==> config.mk <==
export PLATFORM = sky130hd
export DESIGN_NAME = seven_segment_capture
export DESIGN_NICKNAME = d
export VERILOG_FILES = /design/src/rtl/seven_seg_pkg.sv /design/src/rtl/seven_segment_pattern_to_hex.sv /design/src/rtl/seven_segment_capture.sv
export SDC_FILE = /design/constraint.sdc
export NUM_CORES = 1
export LEC_CHECK = 0
export CAP_MARGIN = 10
export CORE_MARGIN = 2
export CORE_UTILIZATION = 35
export CTS_CLUSTER_DIAMETER = 100
export DETAILED_ROUTE_END_ITERATION = 10
export GPL_ROUTABILITY_DRIVEN = 0
export SYNTH_ARGS = -nofsm -noshare
export SYNTH_HDL_FRONTEND = slang
export SYNTH_SLANG_ARGS = --single-unit
==> constraint.sdc <==
create_clock -name clk -period 3 [get_ports clk]
set_clock_uncertainty 0.2 [all_clocks]
set_input_delay 0.45 -clock clk [delete_from_list [all_inputs] [get_ports clk]]
set_output_delay 0.45 -clock clk [all_outputs]
set_load 0.01 [all_outputs]
==> src/rtl/seven_seg_pkg.sv <==
// ============================================================================
// seven_seg_pkg
// Shared segment patterns, decoded-digit type and capture FSM states.
// Rev 1.0 - initial release
// ============================================================================
`default_nettype none

package seven_seg_pkg;

  // The display bus is active-low: a driven 0 lights a segment or enables an anode.
  localparam logic SEG_ON  = 1'b0;
  localparam logic SEG_OFF = 1'b1;

  // Segment patterns, bit order a b c d e f g (MSB = a).
  localparam logic [6:0] SEG_0     = 7'b0000001;
  localparam logic [6:0] SEG_1     = 7'b1001111;
  localparam logic [6:0] SEG_2     = 7'b0010010;
  localparam logic [6:0] SEG_3     = 7'b0000110;
  localparam logic [6:0] SEG_4     = 7'b1001100;
  localparam logic [6:0] SEG_5     = 7'b0100100;
  localparam logic [6:0] SEG_6     = 7'b0100000;
  localparam logic [6:0] SEG_7     = 7'b0001111;
  localparam logic [6:0] SEG_8     = 7'b0000000;
  localparam logic [6:0] SEG_9     = 7'b0000100;
  localparam logic [6:0] SEG_A     = 7'b0001000;
  localparam logic [6:0] SEG_B     = 7'b1100000;
  localparam logic [6:0] SEG_C     = 7'b0110001;
  localparam logic [6:0] SEG_D     = 7'b1000010;
  localparam logic [6:0] SEG_E     = 7'b0110000;
  localparam logic [6:0] SEG_F     = 7'b0111000;
  localparam logic [6:0] SEG_BLANK = 7'b1111111;

  typedef struct packed {
    logic [3:0] nibble;
    logic       dp;
    logic       err;
  } digit_t;

  typedef enum logic [1:0] {
    ST_IDLE     = 2'd0,
    ST_QUALIFY  = 2'd1,
    ST_CAPTURED = 2'd2
  } state_t;

endpackage

`default_nettype wire

==> src/rtl/seven_segment_pattern_to_hex.sv <==
// ============================================================================
// seven_segment_pattern_to_hex
// Combinational decode of an active-low segment pattern to nibble/dp/err.
// Rev 1.0 - initial release
// ============================================================================
`default_nettype none

module seven_segment_pattern_to_hex
  import seven_seg_pkg::*;
(
  input  logic [7:0] i_sseg,
  output digit_t     o_digit
);

  always_comb begin
    o_digit.nibble = 4'h0;
    o_digit.dp     = (i_sseg[7] == SEG_ON);
    o_digit.err    = 1'b0;
    case (i_sseg[6:0])
      SEG_0:     o_digit.nibble = 4'h0;
      SEG_1:     o_digit.nibble = 4'h1;
      SEG_2:     o_digit.nibble = 4'h2;
      SEG_3:     o_digit.nibble = 4'h3;
      SEG_4:     o_digit.nibble = 4'h4;
      SEG_5:     o_digit.nibble = 4'h5;
      SEG_6:     o_digit.nibble = 4'h6;
      SEG_7:     o_digit.nibble = 4'h7;
      SEG_8:     o_digit.nibble = 4'h8;
      SEG_9:     o_digit.nibble = 4'h9;
      SEG_A:     o_digit.nibble = 4'hA;
      SEG_B:     o_digit.nibble = 4'hB;
      SEG_C:     o_digit.nibble = 4'hC;
      SEG_D:     o_digit.nibble = 4'hD;
      SEG_E:     o_digit.nibble = 4'hE;
      SEG_F:     o_digit.nibble = 4'hF;
      SEG_BLANK: o_digit.err    = 1'b1;
      default:   o_digit.err    = 1'b1;
    endcase
  end

endmodule

`default_nettype wire

==> src/rtl/seven_segment_capture.sv <==
// ============================================================================
// seven_segment_capture
// Sniffs a multiplexed active-low 7-seg bus, qualifies and decodes each digit,
// and emits a complete frame over a valid/ready handshake.
// Rev 1.0 - initial release
// ============================================================================
`default_nettype none

module seven_segment_capture
  import seven_seg_pkg::*;
#(
  parameter int NUM_DIGITS    = 4,
  parameter int STABLE_CYCLES = 16,
  parameter int CNT_W         = $clog2(STABLE_CYCLES)
) (
  input  logic                    clk,
  input  logic                    reset_n,
  input  logic [NUM_DIGITS-1:0]   an,
  input  logic [7:0]              sseg,
  output logic [4*NUM_DIGITS-1:0] hex_out,
  output logic [NUM_DIGITS-1:0]   dp_out,
  output logic [NUM_DIGITS-1:0]   err_out,
  output logic                    frame_valid,
  input  logic                    frame_ready,
  output logic                    overrun
);

  localparam int         IDX_W   = (NUM_DIGITS > 1) ? $clog2(NUM_DIGITS) : 1;
  localparam int         LOW_W   = $clog2(NUM_DIGITS + 1);
  localparam logic [CNT_W-1:0] CNT_MAX = CNT_W'(STABLE_CYCLES - 1);

  logic [NUM_DIGITS-1:0]   r_an_s1, r_an_s2, r_lat_an;
  logic [7:0]              r_sseg_s1, r_sseg_s2, r_lat_sseg;
  logic [IDX_W-1:0]        r_lat_idx;
  logic [CNT_W-1:0]        r_cnt;
  logic [NUM_DIGITS-1:0]   r_seen;
  digit_t                  r_slot [NUM_DIGITS];
  logic [4*NUM_DIGITS-1:0] r_hex_out;
  logic [NUM_DIGITS-1:0]   r_dp_out, r_err_out;
  logic                    r_frame_valid, r_overrun;
  state_t                  r_state;

  state_t                  w_state_nxt;
  logic [LOW_W-1:0]        w_low_cnt;
  logic [IDX_W-1:0]        w_sel_idx;
  logic                    w_valid_sel, w_match;
  logic                    w_relatch, w_cnt_inc, w_accept;
  logic [NUM_DIGITS-1:0]   w_accept_mask;
  logic                    w_complete, w_out_free;
  digit_t                  w_dec;

  // Synchronizer idles at all ones so a reset looks like a dark display.
  always_ff @(posedge clk) begin
    if (!reset_n) begin
      r_an_s1   <= '1;
      r_an_s2   <= '1;
      r_sseg_s1 <= '1;
      r_sseg_s2 <= '1;
    end else begin
      r_an_s1   <= an;
      r_an_s2   <= r_an_s1;
      r_sseg_s1 <= sseg;
      r_sseg_s2 <= r_sseg_s1;
    end
  end

  always_comb begin
    w_low_cnt = '0;
    w_sel_idx = '0;
    for (int i = 0; i < NUM_DIGITS; i++) begin
      if (r_an_s2[i] == SEG_ON) begin
        w_low_cnt = w_low_cnt + LOW_W'(1);
        w_sel_idx = IDX_W'(i);
      end
    end
  end

  assign w_valid_sel = (w_low_cnt == LOW_W'(1));
  assign w_match     = (r_an_s2 == r_lat_an) && (r_sseg_s2 == r_lat_sseg);

  always_ff @(posedge clk) begin
    if (!reset_n) r_state <= ST_IDLE;
    else          r_state <= w_state_nxt;
  end

  always_comb begin
    w_state_nxt = r_state;
    w_relatch   = 1'b0;
    w_cnt_inc   = 1'b0;
    w_accept    = 1'b0;
    case (r_state)
      ST_IDLE: begin
        if (w_valid_sel) begin
          w_relatch   = 1'b1;
          w_state_nxt = ST_QUALIFY;
        end
      end
      ST_QUALIFY: begin
        if (w_match) begin
          if (r_cnt == CNT_MAX) begin
            w_accept    = 1'b1;
            w_state_nxt = ST_CAPTURED;
          end else begin
            w_cnt_inc = 1'b1;
          end
        end else if (w_valid_sel) begin
          w_relatch = 1'b1;
        end else begin
          w_state_nxt = ST_IDLE;
        end
      end
      ST_CAPTURED: begin
        if (!w_match) begin
          if (w_valid_sel) begin
            w_relatch   = 1'b1;
            w_state_nxt = ST_QUALIFY;
          end else begin
            w_state_nxt = ST_IDLE;
          end
        end
      end
      default: w_state_nxt = ST_IDLE;
    endcase
  end

  always_ff @(posedge clk) begin
    if (!reset_n) begin
      r_lat_an   <= '1;
      r_lat_sseg <= '1;
      r_lat_idx  <= '0;
      r_cnt      <= '0;
    end else begin
      if (w_relatch) begin
        r_lat_an   <= r_an_s2;
        r_lat_sseg <= r_sseg_s2;
        r_lat_idx  <= w_sel_idx;
        r_cnt      <= '0;
      end else if (w_cnt_inc && (r_cnt != CNT_MAX)) begin
        r_cnt <= r_cnt + CNT_W'(1);
      end
    end
  end

  seven_segment_pattern_to_hex u_decode (
    .i_sseg  (r_lat_sseg),
    .o_digit (w_dec)
  );

  always_comb begin
    w_accept_mask = '0;
    for (int i = 0; i < NUM_DIGITS; i++) begin
      if (w_accept && (r_lat_idx == IDX_W'(i))) w_accept_mask[i] = 1'b1;
    end
  end

  assign w_complete = &r_seen;
  assign w_out_free = !r_frame_valid || frame_ready;

  // A completed frame is only ever offered once; if the output is still
  // occupied it is dropped and flagged rather than stalling capture.
  always_ff @(posedge clk) begin
    if (!reset_n) begin
      r_seen        <= '0;
      r_hex_out     <= '0;
      r_dp_out      <= '0;
      r_err_out     <= '0;
      r_frame_valid <= 1'b0;
      r_overrun     <= 1'b0;
      for (int i = 0; i < NUM_DIGITS; i++) r_slot[i] <= '0;
    end else begin
      r_seen <= (w_complete ? '0 : r_seen) | w_accept_mask;
      for (int i = 0; i < NUM_DIGITS; i++) begin
        if (w_accept_mask[i]) r_slot[i] <= w_dec;
      end
      if (w_complete && w_out_free) begin
        r_frame_valid <= 1'b1;
        for (int i = 0; i < NUM_DIGITS; i++) begin
          r_hex_out[4*i +: 4] <= r_slot[i].nibble;
          r_dp_out[i]         <= r_slot[i].dp;
          r_err_out[i]        <= r_slot[i].err;
        end
      end else begin
        if (w_complete) r_overrun <= 1'b1;
        if (r_frame_valid && frame_ready) r_frame_valid <= 1'b0;
      end
    end
  end

  assign hex_out     = r_hex_out;
  assign dp_out      = r_dp_out;
  assign err_out     = r_err_out;
  assign frame_valid = r_frame_valid;
  assign overrun     = r_overrun;

endmodule

`default_nettype wire

# [Yosys cells after proc, flatten, opt, wreduce, memory -nomap -nowiden]
# Memory sizes are Yosys's and may differ from the RTL's. A register that Yosys moved wholly into a read port is not among the register bits.
# Index checks and enable logic that the tools add are counted.
[word_totals] regBits=50 out_inout_bits=26 mem_count=1 mem_bits_rw=24 in_bits=15 wordCells=127
[op_classes] addsub=4 eq_ne=29 n_mux=49 bitwise_logic=8 reduce_logical=24
[mem_list] name="r_slot" depth=4 width=6 read_ports=4 rd_clocked_by_memory_dff=4 write_ports=4 line="seven_segment_capture.sv:37" rtl="digit_t r_slot [NUM_DIGITS];"
[op_table] operator="$pmux 4 s15" count=1
[op_table] operator="$eq 7x6->1 const B" count=5
[op_table] operator="$mux 1" count=31
[op_table] operator="$eq 7x7->1 const B" count=4
[op_table] operator="$mux 6" count=4
[op_table] operator="$reduce_or 16->1" count=1
[op_table] operator="$eq 7x3->1 const B" count=2
[op_table] operator="$eq 7x4->1 const B" count=2
[op_table] operator="$mux 2" count=7
[op_table] operator="$add 3x1->3 const B" count=3
[op_table] operator="$mux 3" count=3
[op_table] operator="$eq 8x8->1" count=1
[op_table] operator="$logic_and 1x1->1" count=8
[op_table] operator="$reduce_and 4->1" count=2
[op_table] operator="$eq 7x1->1 const B" count=1
[op_table] operator="$eq 7x5->1 const B" count=1
[op_table] operator="$logic_not 7->1" count=1
[op_table] operator="$eq 2x2->1 const B" count=3
[op_table] operator="$ne 3x3->1 const B" count=2
[op_table] operator="$pmux 2 s3" count=1
[op_table] operator="$logic_not 1->1" count=5
[op_table] operator="$reduce_and 5->1" count=1
[op_table] operator="$add 4x1->4 const B" count=1
[op_table] operator="$eq 2x1->1 const B" count=2
[op_table] operator="other kinds (14)" count=22

# [Depth between registers and ports, before layout]
# Gate-level depths: netlist of the first run.
[depth] ltp_word=12 depth_mapped=12 depth_no_buf=11

# [Hierarchy]
# Synthesis of the first run repeated with hierarchy kept, for this count alone.
[unflattened] hier_cells=419 area_unflattened_um2=4216.5
[by_module_without_submodules] mod="seven_segment_capture" n_inst=1 cells_each=357 area_each_um2=3756.1 seq_area_each_um2=2202.1
[by_module_without_submodules] mod="seven_segment_pattern_to_hex" n_inst=1 cells_each=62 area_each_um2=460.4 seq_area_each_um2=0.0

# [Worst setup path after synthesis of the first run]
# Ideal clock, no wire load.
[synth_path] path_kind="reg-to-reg" start="register r_an_s2[0]" end="register r_lat_sseg[4]" arrival_time_ns=2.246 path_buffers=1 path_slack_ns=0.425 path_stages_with_launch=12 synth_period_minus_slack_ns=2.575 required_ns=2.671 setup_ns=0.129 cell_sequence="dfxtp_1 -> inv_1 -> ha_1 -> xnor2_1 -> ha_1 -> xnor2_1 -> a31oi_1 -> o31a_1 -> a211o_1 -> buf_6 -> mux2i_1 -> nand2_1"
[synth_via] elab_chain_cells=11 elab_cells_between_ends=13 classes_between="add/sub: 3; eq/ne: 2; mux: 7; reduce/logical: 1"
[synth_lines] element="from (decl)" line="seven_segment_capture.sv:32" rtl="logic [NUM_DIGITS-1:0] r_an_s1, r_an_s2, r_lat_an;"
[synth_lines] element="from (signal assigned)" line="seven_segment_capture.sv:61" rtl="r_an_s2 <= r_an_s1;"
[synth_lines] element="$mux 1" line="seven_segment_capture.sv:71" rtl="if (r_an_s2[i] == SEG_ON) begin"
[synth_lines] element="$add 3x1->3" line="seven_segment_capture.sv:72" rtl="w_low_cnt = w_low_cnt + LOW_W'(1);"
[synth_lines] element="$mux 3" line="seven_segment_capture.sv:71"
[synth_lines] element="$add 3x1->3" line="seven_segment_capture.sv:72"
[synth_lines] element="$mux 3" line="seven_segment_capture.sv:71"
[synth_lines] element="$add 3x1->3" line="seven_segment_capture.sv:72"
[synth_lines] element="$mux 3" line="seven_segment_capture.sv:71"
[synth_lines] element="$eq 3x1->1" line="seven_segment_capture.sv:78" rtl="assign w_valid_sel = (w_low_cnt == LOW_W'(1));"
[synth_lines] element="$mux 1" line="seven_segment_capture.sv:93, seven_segment_capture.sv:106, seven_segment_capture.sv:114"
[synth_lines] element="$mux 1" line="seven_segment_capture.sv:113" rtl="if (!w_match) begin"
[synth_lines] element="$pmux 1 s2 *" line="seven_segment_capture.sv:91" rtl="case (r_state)"
[synth_lines] element="to (signal assigned)" line="seven_segment_capture.sv:135" rtl="r_lat_sseg <= r_sseg_s2;"
[synth_lines] element="to (decl)" line="seven_segment_capture.sv:33" rtl="logic [7:0] r_sseg_s1, r_sseg_s2, r_lat_sseg;"
# Every way passes the cells marked *; elsewhere a longest branch is shown, timed or not.
# A chain may end at the register's enable or synchronous reset.

# [Worst setup path after layout of the first run]
[layout_path] start="register r_an_s2[0]" end="register r_lat_sseg[2]"
# Same word-level chain as after synthesis.

==> results of run 1 <==
[how the worst min path moves through the flow]
stage	endpoint	slack, ps	cells past startpoint
after floorplan	r_an_s2[0]$_SDFF_PN1_	190	1
after global placement	r_an_s2[3]$_SDFF_PN1_	190	1
after detailed placement	r_an_s2[0]$_SDFF_PN1_	190	1
after CTS	r_an_s2[0]$_SDFF_PN1_	210	1
after global routing	r_sseg_s2[0]$_SDFF_PN1_	220	1
final	r_sseg_s2[6]$_SDFF_PN1_	200	1
[sequential cells by signal (all words and copies together), names as in the netlist, 8 cells and up]
register / flops
hex_out: 16
r_sseg_s2: 8
r_sseg_s1: 8
r_slot: 24
r_lat_sseg: 8
[critical path, stage by stage, from the launching register on]
cell     delay [ps]
dfxtp_1         370
inv_1            70
ha_1            370
xnor2_1         160
ha_1            240
xnor2_1         140
a31oi_1          90
o31a_1          300
a211o_1         330
buf_12          170
mux2i_1         150
nand2_1          70
[power by group through the flow]
stage	Sequential [mW]	Clock (mW)	Combinational (mW)
2_1_floorplan	1.45	0	0.210
3_3_place_gp	1.47	0	0.257
3_5_place_dp	1.47	0	0.263
4_1_cts	1.44	1.18	0.264
5_1_grt	1.45	1.23	0.292
6_report	1.44	1.15	0.262
[per-layer routing]
layer  wire (um)  global-route usage  up-vias
li1            -                   -     1508
met1        3340               0.152     1299
met2        3460               0.198       63
met3         333              0.0362       10
met4         103              0.0398        0
met5           0                   0        -
[synth_stat cells (all sizes together)]
library cell   n
a211oi         1
inv           10
nor2b          8
nand4          7
nand2         82
nor4           3
clkbuf        18
o31a           1
and3b          1
and2           1
o2bb2ai        1
ha             8
nor2          35
or3            1
and4           2
buf            7
mux2i         12
and3           3
o21ai         10
o21a           2
a31oi          4
a22o           1
xnor2         15
o22ai          3
nand2b        30
nor3b          2
xor2           2
nor4b          1
o31ai          4
a21oi         10
o211ai         4
nand3         10
a21boi        25
nor3           5
a211o          1
dfxtp         74
edfxtp        24
[stage by stage]
step / util / setup slack, ps / cells / hold WS (ps)
2_1_floorplan: - / 425 / 428 / 186
3_3_place_gp: 0.406 / 281 / 595 / 191
3_5_place_dp: 0.406 / 206 / 595 / 192
4_1_cts: 0.431 / 178 / 611 / 206
5_1_grt: 0.431 / 0.271 / 611 / 217
6_report: 0.431 / 219 / 611 / 204
[what timing repair did]
action	4_1_cts	5_1_grt
gates resized for setup	0	1
endpoints found under the setup margin	0	7
hold endpoints to repair	0	0
[cell families after synthesis]
logic type,share of synthesized area
XOR/XNOR,0.0362
AND/OR/NAND/NOR,0.227
adder cells (fa/ha/maj),0.0243
AO/OA/AOI/OAI,0.110
multiplexers,0.0292
buffers and inverters,0.0377
flip-flops,0.535
[cell type report]
type	count	area, um^2	share of cell area
timing repair buffer	49	475	0.0961
sequential	98	2200	0.445
multi-input combinational	295	1760	0.355
clock buffer	11	233	0.0470
clock inverter	5	61.3	0.0124
tap	143	179	0.0362
inverter	10	37.5	0.00759
==> metrics, run 1 <==
Die H=112 um; H-tree levels=3; Seq/Total Area, Yosys=0.535; CTS Buf Count=9; DR DRC count=0; startpoint type of the worst setup path=flip-flop; share of the synthesized area in the top cell type=0.360; crit path DAT=2800 ps; clock tree buffer depth=2; dpl hpwl=5070 um; max cap viols=0; DRT Pass-1 Iters=4; Final TNS setup=0 ps; crit path to=r_lat_sseg[2]$_SDFFE_PN1P_; drt wl/cell=11.8 um; final worst path period share=0.927; # IOs=41; area post-placement=0.00465 mm^2; clock sinks=98; share of cells above drive strength 1=0.0705; Gate power share=0.092; die area=0.0126 mm^2; final count of pins violating max slew=0; Setup-failing EPs final=0; Port Buffers=40; hold crit path type=reg -> reg; initial antenna violation count=0; Core Area=0.0115 mm^2; vias in the first global route=2695; R2R cell count=11; flop-to-flop setup slack=220 ps; final instance area=0.00495 mm^2; latest clock arrival within the worst-skew pair=340 ps; DR iter-0 viols=165; status=finished, final reports clean; drt total wl=7240 um; first-pass GRT wire length=12600 um; top post-synthesis cells by area=dfxtp_1 36%, edfxtp_1 18%, nand2_1 7.4%; Via density=4.71; Diodes inserted=0; internal power=2.18 mW; Setup crit end kind=flip-flop; Tot GR Track Use=0.120; switching power=0.669 mW; Syn-to-layout area delta=20.2%; syn_nets=451; synthesized area per cell=9.61 um^2; Overflow after GRT=0; Clk network pwr share=0.402; Total Power=2.85 mW; Sequential Power Share=0.506; commonest non-fill, non-tap cell in the layout=nand2_1; Period minus WS final=2780 ps; R2R Path Start=r_an_s2[0]$_SDFF_PN1_; largest net degree at the start of global routing=39; CTS Hold Bufs=0; actual slew at the worst max-slew pin=553 ps; fin nets=486; Starting Density=0.359; crit path max fanout=19; root buf cell=clkbuf_16; Worst VDD drop=0.000314 V; # Post-CTS Setup Buffers=0; Final Hold Vio Count=0; Max Clock Freq=360 MHz; Die Wd=112 um; unrepaired setup endpoints after global routing=no; CTS tree=done; Rows=39; Lkg Pwr=1.81 nW; commonest non-fill, non-tap cells in the layout=81 x nand2_1, 73 x dfxtp_1, 39 x clkdlybuf4s50_1, 35 x nor2_1, 28 x nand2b_1; Fill cells=1107; power density cells=576 mW/mm^2; Worst Path Required=3010 ps; Final ANT Viol Nets=0; reg2reg end=r_lat_sseg[2]$_SDFFE_PN1P_; library cells used by synthesis=47; Critical Path Source=r_an_s2[0]$_SDFF_PN1_; synthesized area=0.00412 mm^2; Cells after Synth=428; Ys Warns=0; hold path start=r_sseg_s1[6]$_SDFF_PN1_; max_slew headroom=0.631; Clock transition at path regs=70 ps; Setup CP Type=reg -> reg; Vias=2880; switching part of the total=0.235; area leader, netlist=dfxtp_1; number of synthesized register bits=98
Power figures use the tool's default switching activity.
==> inputs of run 2 (changes only) <==
CORE_MARGIN = 4   (was 2)
clock period = 2.5 ns   (was 3 ns; I/O delays follow)
==> run 2 against run 1 <==
Register-to-register slack got worse by 220 ps. Fmax increased by 11%. Hold slack got worse by 21 ps. Total power up 24%. Routed wire length grew 6.5%. Clock-buffer cell count rose by 2. Cell area is 4.8% higher. Core utilization up 2.1 points. Die area increased by 7.2%. Combinational power up 52%. Non-clock buffer count increased by 16. Clock power is 23% higher.
==> metrics, run 2 (synthesized netlist as in run 1, its figures left out) <==
status=finished, final reports clean; CTS tree=done; Diodes inserted=0 (unchanged); Max Clock Freq=400 MHz (+11%); Clk network pwr share=0.400 (-0.002); Core Area=0.0115 mm^2 (unchanged); unrepaired setup endpoints after global routing=yes; Syn-to-layout area delta=26.0%; Starting Density=0.359 (unchanged); die area=0.0136 mm^2 (+7.2%); Port Buffers=40 (unchanged); multi-input logic area=0.00181 mm^2 (+3.2%); Setup CP Type=reg -> reg; root buf cell=clkbuf_16; Clock transition at path regs=60 ps (about the same); max cap viols=0 (unchanged); CTS Buf Count=9 (unchanged); Layout Cells excl Fill=627 (+2.6%); drt total wl=7710 um (+6.5%); H-tree levels=3 (unchanged); R2R Path Start=r_an_s2[0]$_SDFF_PN1_; # IOs=41 (unchanged); cell count after placement=608 (+2.2%); vias in the first global route=2786 (+3.4%); Final Hold Vio Count=0 (unchanged); DRT Pass-1 Iters=4 (unchanged); switching part of the total=0.222 (-0.0130); commonest non-fill, non-tap cell in the layout=nand2_1; internal power=2.76 mW (+26%); dpl hpwl=5420 um (+7.0%); Lkg Pwr=1.91 nW (+5.5%); Critical Path Source=r_an_s2[0]$_SDFF_PN1_; clock tree buffer depth=2 (unchanged); Gate power share=0.112 (+0.020); first-pass GRT wire length=12800 um (+1.9%); drt wl/cell=12.3 um (+3.8%); Worst VDD drop=0.000480 V (+53%); CP Cell Sequence=inv_2, ha_4, xnor2_2, ha_2, xnor2_2, a31oi_1, o31a_1, a211o_4, clkbuf_16, mux2i_1, nand2_1; Rows=39 (unchanged); hold path start=reset_n; most frequent CP cell=xnor2_2; Tot GR Track Use=0.119 (-0.00174); crit path DAT=2520 ps (-280 ps); DR iter-0 viols=167 (+1.2%); delay-heaviest family, CP=compound AO/OA/AOI/OAI gates; Worst Path Required=2520 ps (-490 ps); Setup-failing EPs final=0 (unchanged); register area=0.00220 mm^2 (about the same); largest net degree at the start of global routing=25 (-36%); Buffers & Inverters on Critical Path=2 (unchanged); Die H=116 um (+3.6%); actual slew at the worst max-slew pin=534 ps (-19.2 ps); Sequential Power Share=0.488 (-0.018); CTS Hold Bufs=0 (unchanged); clock sinks=98 (unchanged); hold crit path type=in -> reg; Die Wd=116 um (+3.6%); Via density=4.74 (+0.56%); flop-to-flop setup slack=0.06 ps (-220 ps); Fill cells=1093 (-1.3%); worst hold margin=182 ps (-21.1 ps); latest clock arrival within the worst-skew pair=340 ps (about the same); initial antenna violation count=0 (unchanged); Final ANT Viol Nets=0 (unchanged); crit path max fanout=5 (-14); delay of the slowest critical-path stage=330 ps (-40 ps); share of cells above drive strength 1=0.130 (+0.0597); Biggest register=r_slot; switching power=0.784 mW (+17%); Slowest-stage cell, CP=dfxtp_2; max_slew headroom=0.642 (+0.0118); Overflow after GRT=0 (unchanged); Setup crit end kind=flip-flop; power density cells=683 mW/mm^2 (+18%); fin nets=502 (+3.3%); max reg flops=24 (unchanged); commonest non-fill, non-tap cells in the layout=78 x nand2_1, 72 x dfxtp_1, 39 x clkdlybuf4s50_1, 35 x nor2_1, 28 x nand2b_1; startpoint type of the worst setup path=flip-flop; final count of pins violating max slew=0 (unchanged); final worst path period share=1.00 (+0.0730); Period minus WS final=2500 ps (-281 ps); Vias=2972 (+3.2%); DR DRC count=0 (unchanged)
[run 2: cell types whose count changed in the layout (fill, tap and decap cells not counted), moves of 3 or more]
cell | before | now
buf_4 | 8 | 22
clkbuf_16 | 9 | 12
ha_1 | 8 | 5
nand2_1 | 81 | 78
nand2_2 | 1 | 4
o21ai_0 | 10 | 7
[run 2: repair_timing]
action,in CTS,in global routing
gates resized for setup,5,13
cloned,0,2
pin swaps,2,3
setup endpoints to repair,20,20
buffers inserted,0,1
[run 2: power groups by stage]
| stage | sequential [mW] | combinational, mW | clock (mW) |
|---|---|---|---|
| floorplan | 1.75 | 0.254 | 0 |
| global placement | 1.76 | 0.338 | 0 |
| detailed placement | 1.76 | 0.345 | 0 |
| CTS | 1.72 | 0.354 | 1.46 |
| global route | 1.73 | 0.438 | 1.52 |
| finish | 1.73 | 0.398 | 1.42 |
[run 2: path summary, 6_finish.rpt]
kind,endpoint,depth (start not counted)
worst max-delay path,r_lat_sseg[1]$_SDFFE_PN1P_,11
worst max register to register,r_lat_sseg[1]$_SDFFE_PN1P_,11
worst min register to register,r_sseg_s2[5]$_SDFF_PN1_,1
worst min-delay path,r_lat_sseg[7]$_SDFFE_PN1P_,2
[run 2: through the flow]
step	setup WS (ps)	setup TNS, ps	utilization	cell area, um^2	power (mW)
finish	0.0617	0	0.452	5180	3.54
CTS	-10.8	-24.7	0.445	5100	3.54
global route	-121	-1770	0.452	5180	3.70
global placement	27.2	0	0.415	4760	2.09
detailed placement	-50.1	-524	0.415	4760	2.10
floorplan	7.25	0	-	4130	2.00
[run 2: worst register-to-register path, delay by kind of cell (launching register included)]
kind,cells,cell delay (ps)
compound gates,3,690
xor+xnor,2,290
fa+ha+maj,2,450
buf+inv,2,220
flops,1,330
mux,1,140
simple gates,1,70
[run 2: area by class of cell]
class | count | area share
sequential | 98 | 0.425
multi-input combinational | 295 | 0.350
timing repair buffer | 65 | 0.122
clock buffer | 13 | 0.0524
tap | 143 | 0.0345
clock inverter | 3 | 0.00893
inverter | 10 | 0.00724
[run 2: metal layers]
metal	global-route usage	routed length, um
met5	0	0
met4	0.0302	36
met3	0.0430	420
met2	0.205	3840
met1	0.140	3420
==> inputs of run 3 (changes only) <==
PLACE_DENSITY = 0.55   (was default)
SKIP_LAST_GASP = 1   (was default)
==> run 3 against run 2 <==
Via count is 1.1% lower. Fmax up 2.6%. Hold slack worse by 71 ps. Worst setup slack gained 64 ps. Register-to-register slack improved by 60 ps. Die area unchanged. Core utilization down 0.69 points. Sequential cell count unchanged. Clock power down 3%. Combinational power is 11% lower. Global-route usage up 0.35 points.
==> metrics, run 3 (synthesized netlist as in run 1, its figures left out) <==
status=finished, final reports clean; DR DRC count=0 (unchanged); initial antenna violation count=0 (unchanged); hold crit path type=in -> reg; Starting Density=0.359 (unchanged); Port Buffers=40 (unchanged); crit path to=r_lat_sseg[5]$_SDFFE_PN1P_; Overflow after GRT=0 (unchanged); DRT Pass-1 Iters=4 (unchanged); max_slew headroom=0.685 (+0.0429); reg2reg end=r_lat_sseg[5]$_SDFFE_PN1P_; Tot GR Track Use=0.122 (+0.00346); cell count after placement=609 (+0.16%); unrepaired setup endpoints after global routing=yes; Diodes inserted=0 (unchanged); clock sinks=98 (unchanged); CTS Hold Bufs=0 (unchanged); Final Hold Vio Count=0 (unchanged); startpoint type of the worst setup path=flip-flop; max reg flops=24 (unchanged); flop-to-flop setup slack=60 ps (+60 ps); final worst path period share=0.974 (-0.0256); drt wl/cell=12.2 um (-0.88%); R2R cell count=11 (unchanged); largest net degree at the start of global routing=28 (+12%); dpl hpwl=5470 um (+0.84%); Core Area=0.0115 mm^2 (unchanged); Die Wd=116 um (unchanged); final core occ=0.445 (-0.00687); Biggest register=r_slot; DR iter-0 viols=133 (-20%); Syn-to-layout area delta=24.0%; Rows=39 (unchanged); Setup CP Type=reg -> reg; CTS tree=done; Layout Cells excl Fill=627 (unchanged); Final TNS setup=0 ps (unchanged); Via density=4.69 (-1.1%); Final ANT Viol Nets=0 (unchanged); Period minus WS final=2440 ps (-64.1 ps); latest clock arrival within the worst-skew pair=350 ps (about the same); share of cells above drive strength 1=0.124 (-0.00620); # IOs=41 (unchanged); Setup-failing EPs final=0 (unchanged); Clock transition at path regs=70 ps (about the same); power density cells=676 mW/mm^2 (-1.1%); Setup crit end kind=flip-flop; Lkg Pwr=1.88 nW (-1.5%); fin nets=502 (unchanged); Die H=116 um (unchanged); Critical Path Source=r_an_s2[1]$_SDFF_PN1_; worst hold margin=112 ps (-70.8 ps); DP Worst Slack=-60.7 ps (-10.6 ps); Worst VDD drop=0.000528 V (+9.9%); final worst slack=64.1 ps (+64.1 ps); max cap viols=0 (unchanged); CTS Buf Count=9 (unchanged); H-tree levels=3 (unchanged); drt total wl=7640 um (-0.88%); root buf cell=clkbuf_16; Max Clock Freq=411 MHz (+2.6%); R2R Path Start=r_an_s2[1]$_SDFF_PN1_; clock tree buffer depth=2 (unchanged); final count of pins violating max slew=0 (unchanged); commonest non-fill, non-tap cell in the layout=nand2_1; die area=0.0136 mm^2 (unchanged); vias in the first global route=2807 (+0.75%); commonest non-fill, non-tap cells in the layout=80 x nand2_1, 72 x dfxtp_1, 39 x clkdlybuf4s50_1, 35 x nor2_1, 28 x nand2b_1; Worst Path Required=2520 ps (about the same); crit path max fanout=7 (+2); crit path DAT=2460 ps (-60 ps); actual slew at the worst max-slew pin=470 ps (-64.1 ps); first-pass GRT wire length=13000 um (+1.2%); Vias=2938 (-1.1%)
-- run 3: repair_timing --
item	4_1_cts	5_1_grt
gates cloned	1	0
endpoints found under the hold margin	0	0
gates resized for setup	4	10
pin swaps	2	0
endpoints found under the setup margin	13	20
buffers inserted	0	1
-- run 3: worst max-delay path: stages, from the launching register on --
cell and delay [ps]:
dfxtp_2 330, inv_2 50, ha_4 270, xnor2_2 100, ha_2 230, xnor2_2 110
a31oi_1 90, o31a_1 260, a211o_1 290, buf_6 160, mux2i_1 150, nand2_1 80
-- run 3: area by class of cell --
cell class | count | area [um^2]
clock buffers | 10 | 229
clock inverters | 6 | 66.3
fillers | 1142 | 6360
inverters | 10 | 37.5
multi-input cells | 295 | 1800
flip-flops and latches | 98 | 2200
well taps | 143 | 179
repair buffers | 65 | 588
-- run 3: worst min path at each step --
stage | start | endpoint | cells past startpoint
final | reset_n | r_lat_an[3]$_SDFFE_PN1P_ | 2
after global routing | reset_n | r_lat_sseg[7]$_SDFFE_PN1P_ | 2
after CTS | reset_n | r_lat_an[3]$_SDFFE_PN1P_ | 2
after detailed placement | r_an_s1[0]$_SDFF_PN1_ | r_an_s2[0]$_SDFF_PN1_ | 1
after global placement | r_an_s1[2]$_SDFF_PN1_ | r_an_s2[2]$_SDFF_PN1_ | 1
after floorplan | r_an_s1[0]$_SDFF_PN1_ | r_an_s2[0]$_SDFF_PN1_ | 1
-- run 3: through the flow --
step,instance area [um^2],power [mW]
CTS,5070,3.50
finish,5100,3.45
floorplan,4130,2.00
detailed placement,4760,2.10
global placement,4760,2.09
global route,5100,3.63
-- run 3: per-layer routing --
layer | up-vias | global-route usage | wire [um]
li1 | 1540 | - | -
met1 | 1326 | 0.144 | 3450
met2 | 60 | 0.201 | 3610
met3 | 12 | 0.0466 | 430
met4 | 0 | 0.0487 | 150
met5 | - | 0 | 0
-- run 3: power by group --
group | leakage [nW] | total, mW | internal, mW | switching, mW
sequential | 0.830 | 1.72 | 1.68 | 0.0372
clock | 0.142 | 1.38 | 0.781 | 0.594
combinational | 0.906 | 0.355 | 0.174 | 0.180
